[config.mk]
export PLATFORM = sky130hd
export DESIGN_NAME = fetch_unit
export DESIGN_NICKNAME = d
export VERILOG_FILES = /design/src/rtl/fetch_unit.sv
export SDC_FILE = /design/constraint.sdc
export NUM_CORES = 1
export LEC_CHECK = 0
export CORE_ASPECT_RATIO = 1.5
export CORE_MARGIN = 10
export CORE_UTILIZATION = 45
export DETAILED_ROUTE_END_ITERATION = 16
export GPL_ROUTABILITY_DRIVEN = 0
export PLACE_DENSITY = 0.73
export SYNTH_ARGS = -nofsm -noshare
export SYNTH_HDL_FRONTEND = slang
export SYNTH_SLANG_ARGS = --single-unit
[constraint.sdc]
create_clock -name clk -period 12.6 [get_ports clk]
set_input_delay 1.89 -clock clk [delete_from_list [all_inputs] [get_ports clk]]
set_output_delay 1.89 -clock clk [all_outputs]
set_load 0.005 [all_outputs]
[src/rtl/fetch_unit.sv]
// Instruction fetch front end: one outstanding imem read feeding a 2-entry {pc, instr, brp} queue.
// Latency: a response accepted at edge N is visible as the IF head (if_valid) right after edge N.
// Backpressure: stops requesting (FULL) when both entries are occupied; resumes the cycle after a pop.
// Optional static branch prediction is compiled in with `define FETCH_STATIC_BRP_EN.
module fetch_unit #(
    parameter logic [31:0] RESET_PC = 32'h4000_0000
) (
    input  logic        clk,
    input  logic        rst,
    output logic        imem_read,
    output logic [31:0] imem_address,
    input  logic        imem_resp,
    input  logic [31:0] imem_rdata,
    input  logic        redirect,
    input  logic [31:0] redirect_pc,
    input  logic        if_ready,
    output logic        if_valid,
    output logic [31:0] pc_if,
    output logic [31:0] instr_if,
    output logic        brp_if
);

    typedef enum logic [1:0] {
        S_REQ   = 2'd0,
        S_FULL  = 2'd1,
        S_FLUSH = 2'd2
    } state_t;

    state_t      state, state_nxt;
    logic [31:0] fetch_pc;
    logic [31:0] next_pc;
    logic [1:0]  count;
    logic        rd_ptr, wr_ptr;
    logic        push, pop, flush_fifo;

    logic [31:0] pc_q    [2];
    logic [31:0] instr_q [2];

`ifdef FETCH_STATIC_BRP_EN
    logic        pred_taken;
    logic        brp_q [2];
    logic [6:0]  opcode;
    logic [31:0] j_imm, b_imm;

    // Static prediction: JAL and backward conditional branches are taken.
    always_comb begin
        opcode     = imem_rdata[6:0];
        j_imm      = {{11{imem_rdata[31]}}, imem_rdata[31], imem_rdata[19:12],
                      imem_rdata[20], imem_rdata[30:21], 1'b0};
        b_imm      = {{19{imem_rdata[31]}}, imem_rdata[31], imem_rdata[7],
                      imem_rdata[30:25], imem_rdata[11:8], 1'b0};
        next_pc    = fetch_pc + 32'd4;
        pred_taken = 1'b0;
        if (opcode == 7'b1101111) begin
            next_pc    = fetch_pc + j_imm;
            pred_taken = 1'b1;
        end else if (opcode == 7'b1100011 && imem_rdata[31]) begin
            next_pc    = fetch_pc + b_imm;
            pred_taken = 1'b1;
        end
    end
`else
    assign next_pc = fetch_pc + 32'd4;
`endif

    // Next-state and handshake decode; redirect overrides every other action.
    always_comb begin
        state_nxt  = state;
        push       = 1'b0;
        pop        = 1'b0;
        flush_fifo = 1'b0;
        if (redirect) begin
            flush_fifo = 1'b1;
            state_nxt  = (state == S_REQ && !imem_resp) ? S_FLUSH : S_REQ;
        end else begin
            pop = if_valid && if_ready;
            case (state)
                S_REQ: begin
                    if (imem_resp) begin
                        push      = 1'b1;
                        state_nxt = ((pop ? count : count + 2'd1) == 2'd2) ? S_FULL : S_REQ;
                    end
                end
                S_FULL: begin
                    if (pop) state_nxt = S_REQ;
                end
                S_FLUSH: begin
                    // The in-flight response belongs to the squashed path.
                    if (imem_resp) state_nxt = S_REQ;
                end
                default: state_nxt = S_REQ;
            endcase
        end
    end

    // State, fetch PC, occupancy and queue pointers.
    always_ff @(posedge clk or posedge rst) begin
        if (rst) begin
            state    <= S_REQ;
            fetch_pc <= RESET_PC;
            count    <= 2'd0;
            rd_ptr   <= 1'b0;
            wr_ptr   <= 1'b0;
        end else begin
            state <= state_nxt;
            if (flush_fifo) begin
                fetch_pc <= redirect_pc;
                count    <= 2'd0;
                rd_ptr   <= 1'b0;
                wr_ptr   <= 1'b0;
            end else begin
                if (push) begin
                    fetch_pc <= next_pc;
                    wr_ptr   <= ~wr_ptr;
                end
                if (pop) rd_ptr <= ~rd_ptr;
                case ({push, pop})
                    2'b10:   count <= count + 2'd1;
                    2'b01:   count <= count - 2'd1;
                    default: count <= count;
                endcase
            end
        end
    end

    // Queue payload; only meaningful under count, so it needs no reset.
    always_ff @(posedge clk) begin
        if (push) begin
            pc_q[wr_ptr]    <= fetch_pc;
            instr_q[wr_ptr] <= imem_rdata;
`ifdef FETCH_STATIC_BRP_EN
            brp_q[wr_ptr]   <= pred_taken;
`endif
        end
    end

    assign imem_read    = (state != S_FULL);
    assign imem_address = fetch_pc;
    assign if_valid     = (count != 2'd0);
    assign pc_if        = if_valid ? pc_q[rd_ptr]    : 32'd0;
    assign instr_if     = if_valid ? instr_q[rd_ptr] : 32'd0;
`ifdef FETCH_STATIC_BRP_EN
    assign brp_if       = if_valid ? brp_q[rd_ptr]   : 1'b0;
`else
    assign brp_if       = 1'b0;
`endif

endmodule
Word-level counts from Yosys, hierarchy flattened
Memories as Yosys holds them, arrays and structs flattened.
Index checks and enable logic that the tools add are counted.
Widths: inputs -> output; s select.
{ "totals": {"ramBits": 128, "register_bits": 38, "input_bits": 69, "word_cells": 55, "mem_count": 2} }
{ "mem_list": {"columns": ["memory", "depth", "word_bits", "rd", "rd_clocked_by_memory_dff", "write_ports", "line_no", "source"], "rows": [
  ["instr_q", 2, 32, 1, 0, 1, "37", "logic [31:0] instr_q [2];"],
  ["pc_q", 2, 32, 1, 0, 1, "36", "logic [31:0] pc_q [2];"]
]} }
{ "classes": {"mux": 25, "eq_ne": 9, "bitwise_logic": 2, "n_reduce_logical": 9, "add_sub_neg": 3} }
{ "ops": {"columns": ["op", "count"], "rows": [
  ["$mux 32", 4],
  ["$add 32x3->32 const B", 1],
  ["$mux 2", 7],
  ["$mux 1", 12],
  ["$ne 3x3->1 const B", 3],
  ["$eq 2x2->1 const B", 3],
  ["$pmux 2 s3", 1],
  ["$reduce_bool 2->1", 3],
  ["$eq 2x1->1 const B", 2],
  ["$pmux 2 s2", 1],
  ["$reduce_and 3->1", 1],
  ["$reduce_bool 3->1", 1],
  ["$add 2x1->2 const B", 1],
  ["$logic_and 1x1->1", 2],
  ["$logic_not 2->1", 1],
  ["$ne 2x1->1 const B", 1],
  ["$not 1->1", 2],
  ["$sub 2x1->2 const B", 1],
  ["$logic_not 1->1", 1]
]} }

Depth between registers and ports, before layout
{ "depth": {"depth_word": 8, "ltp_mapped": 7} }

Least setup slack after synthesis
OpenSTA, ideal clock, no wires.
{ "synth_path": {"path_kind": "input port to flip-flop", "start": "input port redirect", "end": "memory instr_q[0][0] (enable)", "stages": 5, "required_time_ns": 12.114, "path_slack_ns": 6.867, "setup_ns": 0.486, "t_arrival_ns": 5.246, "path_cell_list": "clkbuf_1 > clkinv_1 > clkbuf_1 > nand2_1 > nor2_1"} }
{ "synth_via": {"elab_chain_len": 3} }
{ "synth_rtl": {"columns": ["item", "line_no", "source"], "rows": [
  ["start, declared", "14", "input logic redirect,"],
  ["$mux 1", "72", "if (redirect) begin"],
  ["$mux 1", "128", "if (push) begin"],
  ["$mux 1 (not written as such)", "130", "instr_q[wr_ptr] <= imem_rdata;"],
  ["end, declared", "37", null]
]} }
Every way passes these cells.

Worst setup path in the final report
{ "layout_path": {"start": "register rd_ptr", "end": "output port pc_if[16]"} }
{ "layout_via": {"elab_chain_len": 2} }
{ "layout_rtl": {"columns": ["item", "line_no", "source"], "rows": [
  ["start, declared", "33", "logic rd_ptr, wr_ptr;"],
  ["start signal, assigned", "116", "if (pop) rd_ptr <= ~rd_ptr;"],
  ["$mem_v2 2x32", null, null],
  ["$mux 32", "140", "assign pc_if = if_valid ? pc_q[rd_ptr] : 32'd0;"],
  ["end, declared", "18", "output logic [31:0] pc_if,"]
]} }
Every way passes these cells.

==> impl_results.md <==
- Cells after Synth: 522
- Post-layout minimum cycle time: 4.47 ns
- Total power divided by cell area: 161 nW/um^2
- 1st-iter DRT viols: 363
- Synth Warn #: 0
- Register area share after synthesis: 0.684
- Critical Path AT: 2.58 ns
- Post-Syn Area: 7020 um^2
- Antenna-violating nets left: 0
- Core area: 15200 um^2
- Die width: 122 um
- Flops & latches, synth: 166
- Critical path required time: 10.71 ns
- Most frequent cells after synthesis: 128 x edfxtp_1, 86 x nor2_1, 65 x mux2i_1, 37 x dfrtp_1, 25 x nand2_1
- Root buffer cell: clkbuf_16
- Largest family of logic cells by synthesized area: simple AND/OR/NAND/NOR gates
- Max-slew violations: 0
- Worst vdd ir: 0.0921 mV
- Global-route wire length before repair: 27.1 mm
- Wire length per cell: 19.3 um
- Worst Tran Pin Value: 1.14 ns
- Worst slack, placed: 7.82 ns
- Final setup margin: 8.13 ns
- Synth Area in Compound Gates: 0.0433
- Slew headroom: 0.240
- Reg clk slew, reported paths: 0.06 ns
- RSZ-0062 raised after global routing: no
- TritonCTS clock tree: done
- Final worst-path cycle share: 0.355
- Simple-Gate Fraction of Synth Area: 0.128
- CP Launch Point: rd_ptr$_DFFE_PP0P_
- Worst Path Class, Setup: flop to primary output
- Synth Area in XOR/XNOR: 0.0187
- CTS HTree Levels: 4
- Final nets: 753
- Tightest Hold Check Type: flop to flop
- Worst r2r src: imem_address[2]$_DFFE_PP0P_
- Worst-path fanout max: 65
- # hold bufs at CTS: 0
- TritonCTS Buffers: 17
- R2R depth: 5
- Largest area contributor in the netlist: edfxtp_1
- Post-synth top flop: edfxtp_1
- Vias in the first global route: 4899
- Max Cap Viol: 0
- Vias: 4765
- Longest Clk Path Bufs: 2
- Die area: 21100 um^2
- CP startpoint kind: flop
- Vias/cell: 5.33
- Layout cell share with drive strength beyond 1: 0.0705
- Worst Setup End Kind: primary output
- I/O Buffers: 166
- # DRC: 0
- Max Freq: 224 MHz
- Reg2reg setup slack: 10.08 ns
- Postcts setup bufs: 0
- Hold Slack: 0.503 ns
- DPL Wire Length: 12.0 mm
- Run status: complete, no violations
- Grt ovf: 0
- Clock Sinks: 166
- LEAKAGE: 3.19 nW
- Antenna cells: 0
- Crit Reg-Reg Endpoint: imem_address[24]$_DFFE_PP0P_
- Clk_lat worst skew: 0.42 ns
- Initial Utilization: 0.461
- Critical path destination: pc_if[16]
- Initial antenna violation count: 0
- Total negative slack: 0 ns
- Pwr Total: 0.00151 W
- IO Pins: 168
- Post-CTS sizing: 0
- Routed wire length: 17.2 mm
- Yosys top cell area share: 0.548
- Main area contributors after synthesis: edfxtp_1 55%, dfrtp_1 13%, mux2i_1 9.3%
- Fin. Hold Viols: 0
- Hold-critical path depth: 1
- Area Growth Syn to Fin: 33.8%
- Synth Area in Adders: 0.00357
- Largest net degree at the start of global routing: 66
- DRT Pass-1 Iters: 5
- Total global-route track usage: 0.164
- Most frequent cell after synthesis: edfxtp_1
- EDFF count, synth: 128
- Mux contribution to synthesized area: 0.0976
- Yosys cell types: 48
- Die Y: 173 um
- Final setup violation count: 0
- Row count: 55
- Average size of a mapped cell: 13.4 um^2
- FFs w/ async S/R, synth: 0.229
- Syn Nets: 593
- Fin Clk Skew: 0.0101 ns
routing by layer:
| layer | part of all wire | GRT usage | up-vias |
|---|---|---|---|
| met5 | 0 | 0 | - |
| met4 | 0.017 | 0.0608 | 0 |
| met3 | 0.064 | 0.0421 | 22 |
| met2 | 0.55 | 0.290 | 173 |
| met1 | 0.37 | 0.182 | 2316 |
| li1 | - | - | 2254 |
worst min-delay path by stage:
| stage | from | to |
|---|---|---|
| final | state[0]$_DFFE_PP0P_ | state[1]$_DFFE_PP0P_ |
| after global routing | state[0]$_DFFE_PP0P_ | state[1]$_DFFE_PP0P_ |
| after CTS | state[0]$_DFFE_PP0P_ | state[1]$_DFFE_PP0P_ |
| after detailed placement | state[0]$_DFFE_PP0P_ | state[1]$_DFFE_PP0P_ |
| after global placement | state[0]$_DFFE_PP0P_ | state[1]$_DFFE_PP0P_ |
| after floorplan | state[0]$_DFFE_PP0P_ | state[1]$_DFFE_PP0P_ |
placed cells by master (no fill, tap or decap), drive strengths merged, types with 7 or more instances in the layout:
cell / synthesis / final
inv: 10 / 13
xnor2: 10 / 10
dfrtp: 37 / 37
a31oi: 16 / 16
o21ai: 16 / 16
o31ai: 10 / 10
mux2i: 65 / 65
clkinv: 1 / 9
nor3: 7 / 7
nand2: 25 / 25
nor2: 86 / 86
nand4: 8 / 8
nand3: 12 / 12
clkbuf: 23 / 18
clkdlybuf4s50: 0 / 166
or4: 14 / 14
edfxtp: 128 / 128
cell type report:
type	instances	area (um^2)
timing repair buffer	172	1710
clock buffer	18	429
multi-input combinational	314	2060
sequential	166	4800
tap	199	249
inverter	11	41.3
clock inverter	14	103
fill	1187	5820
through the flow:
| stage | instance area (um^2) | std cells | util |
|---|---|---|---|
| finish | 9390 | 894 | 0.617 |
| global route | 9390 | 894 | 0.617 |
| CTS | 9390 | 894 | 0.617 |
| detailed placement | 8860 | 862 | 0.582 |
| global placement | 8860 | 862 | 0.582 |
| floorplan | 7020 | 522 | - |
critical path, stage by stage (launching register included):
cell	delay, ns
dfrtp_4	1.19
mux2i_1	0.18
nor2_1	0.21
clkdlybuf4s50_1	0.55
power by group:
group	internal, W	total, W	leakage (nW)	switching [W]
clock network	0.000253	0.000465	0.255	0.000212
logic	0.000207	0.000356	1.31	0.000148
registers	0.000634	0.000691	1.62	0.0000568
cells by family (layout without fill, tap and decap cells):
kind of cell,count (synthesis),after routing
AND/OR/NAND/NOR,180,180
multiplexers,68,68
adder cells (fa/ha/maj),2,2
AO/OA/AOI/OAI,48,48
other,1,1
XOR/XNOR,15,15
flip-flops,166,166
buffers and inverters,42,215
state kept, by name (all words and copies together), names as in the netlist:
signal        flops
count             2
imem_address     32
instr_q          64
pc_q             64
rd_ptr            1
state             2
wr_ptr            1
(Power assumes the default switching activity.)
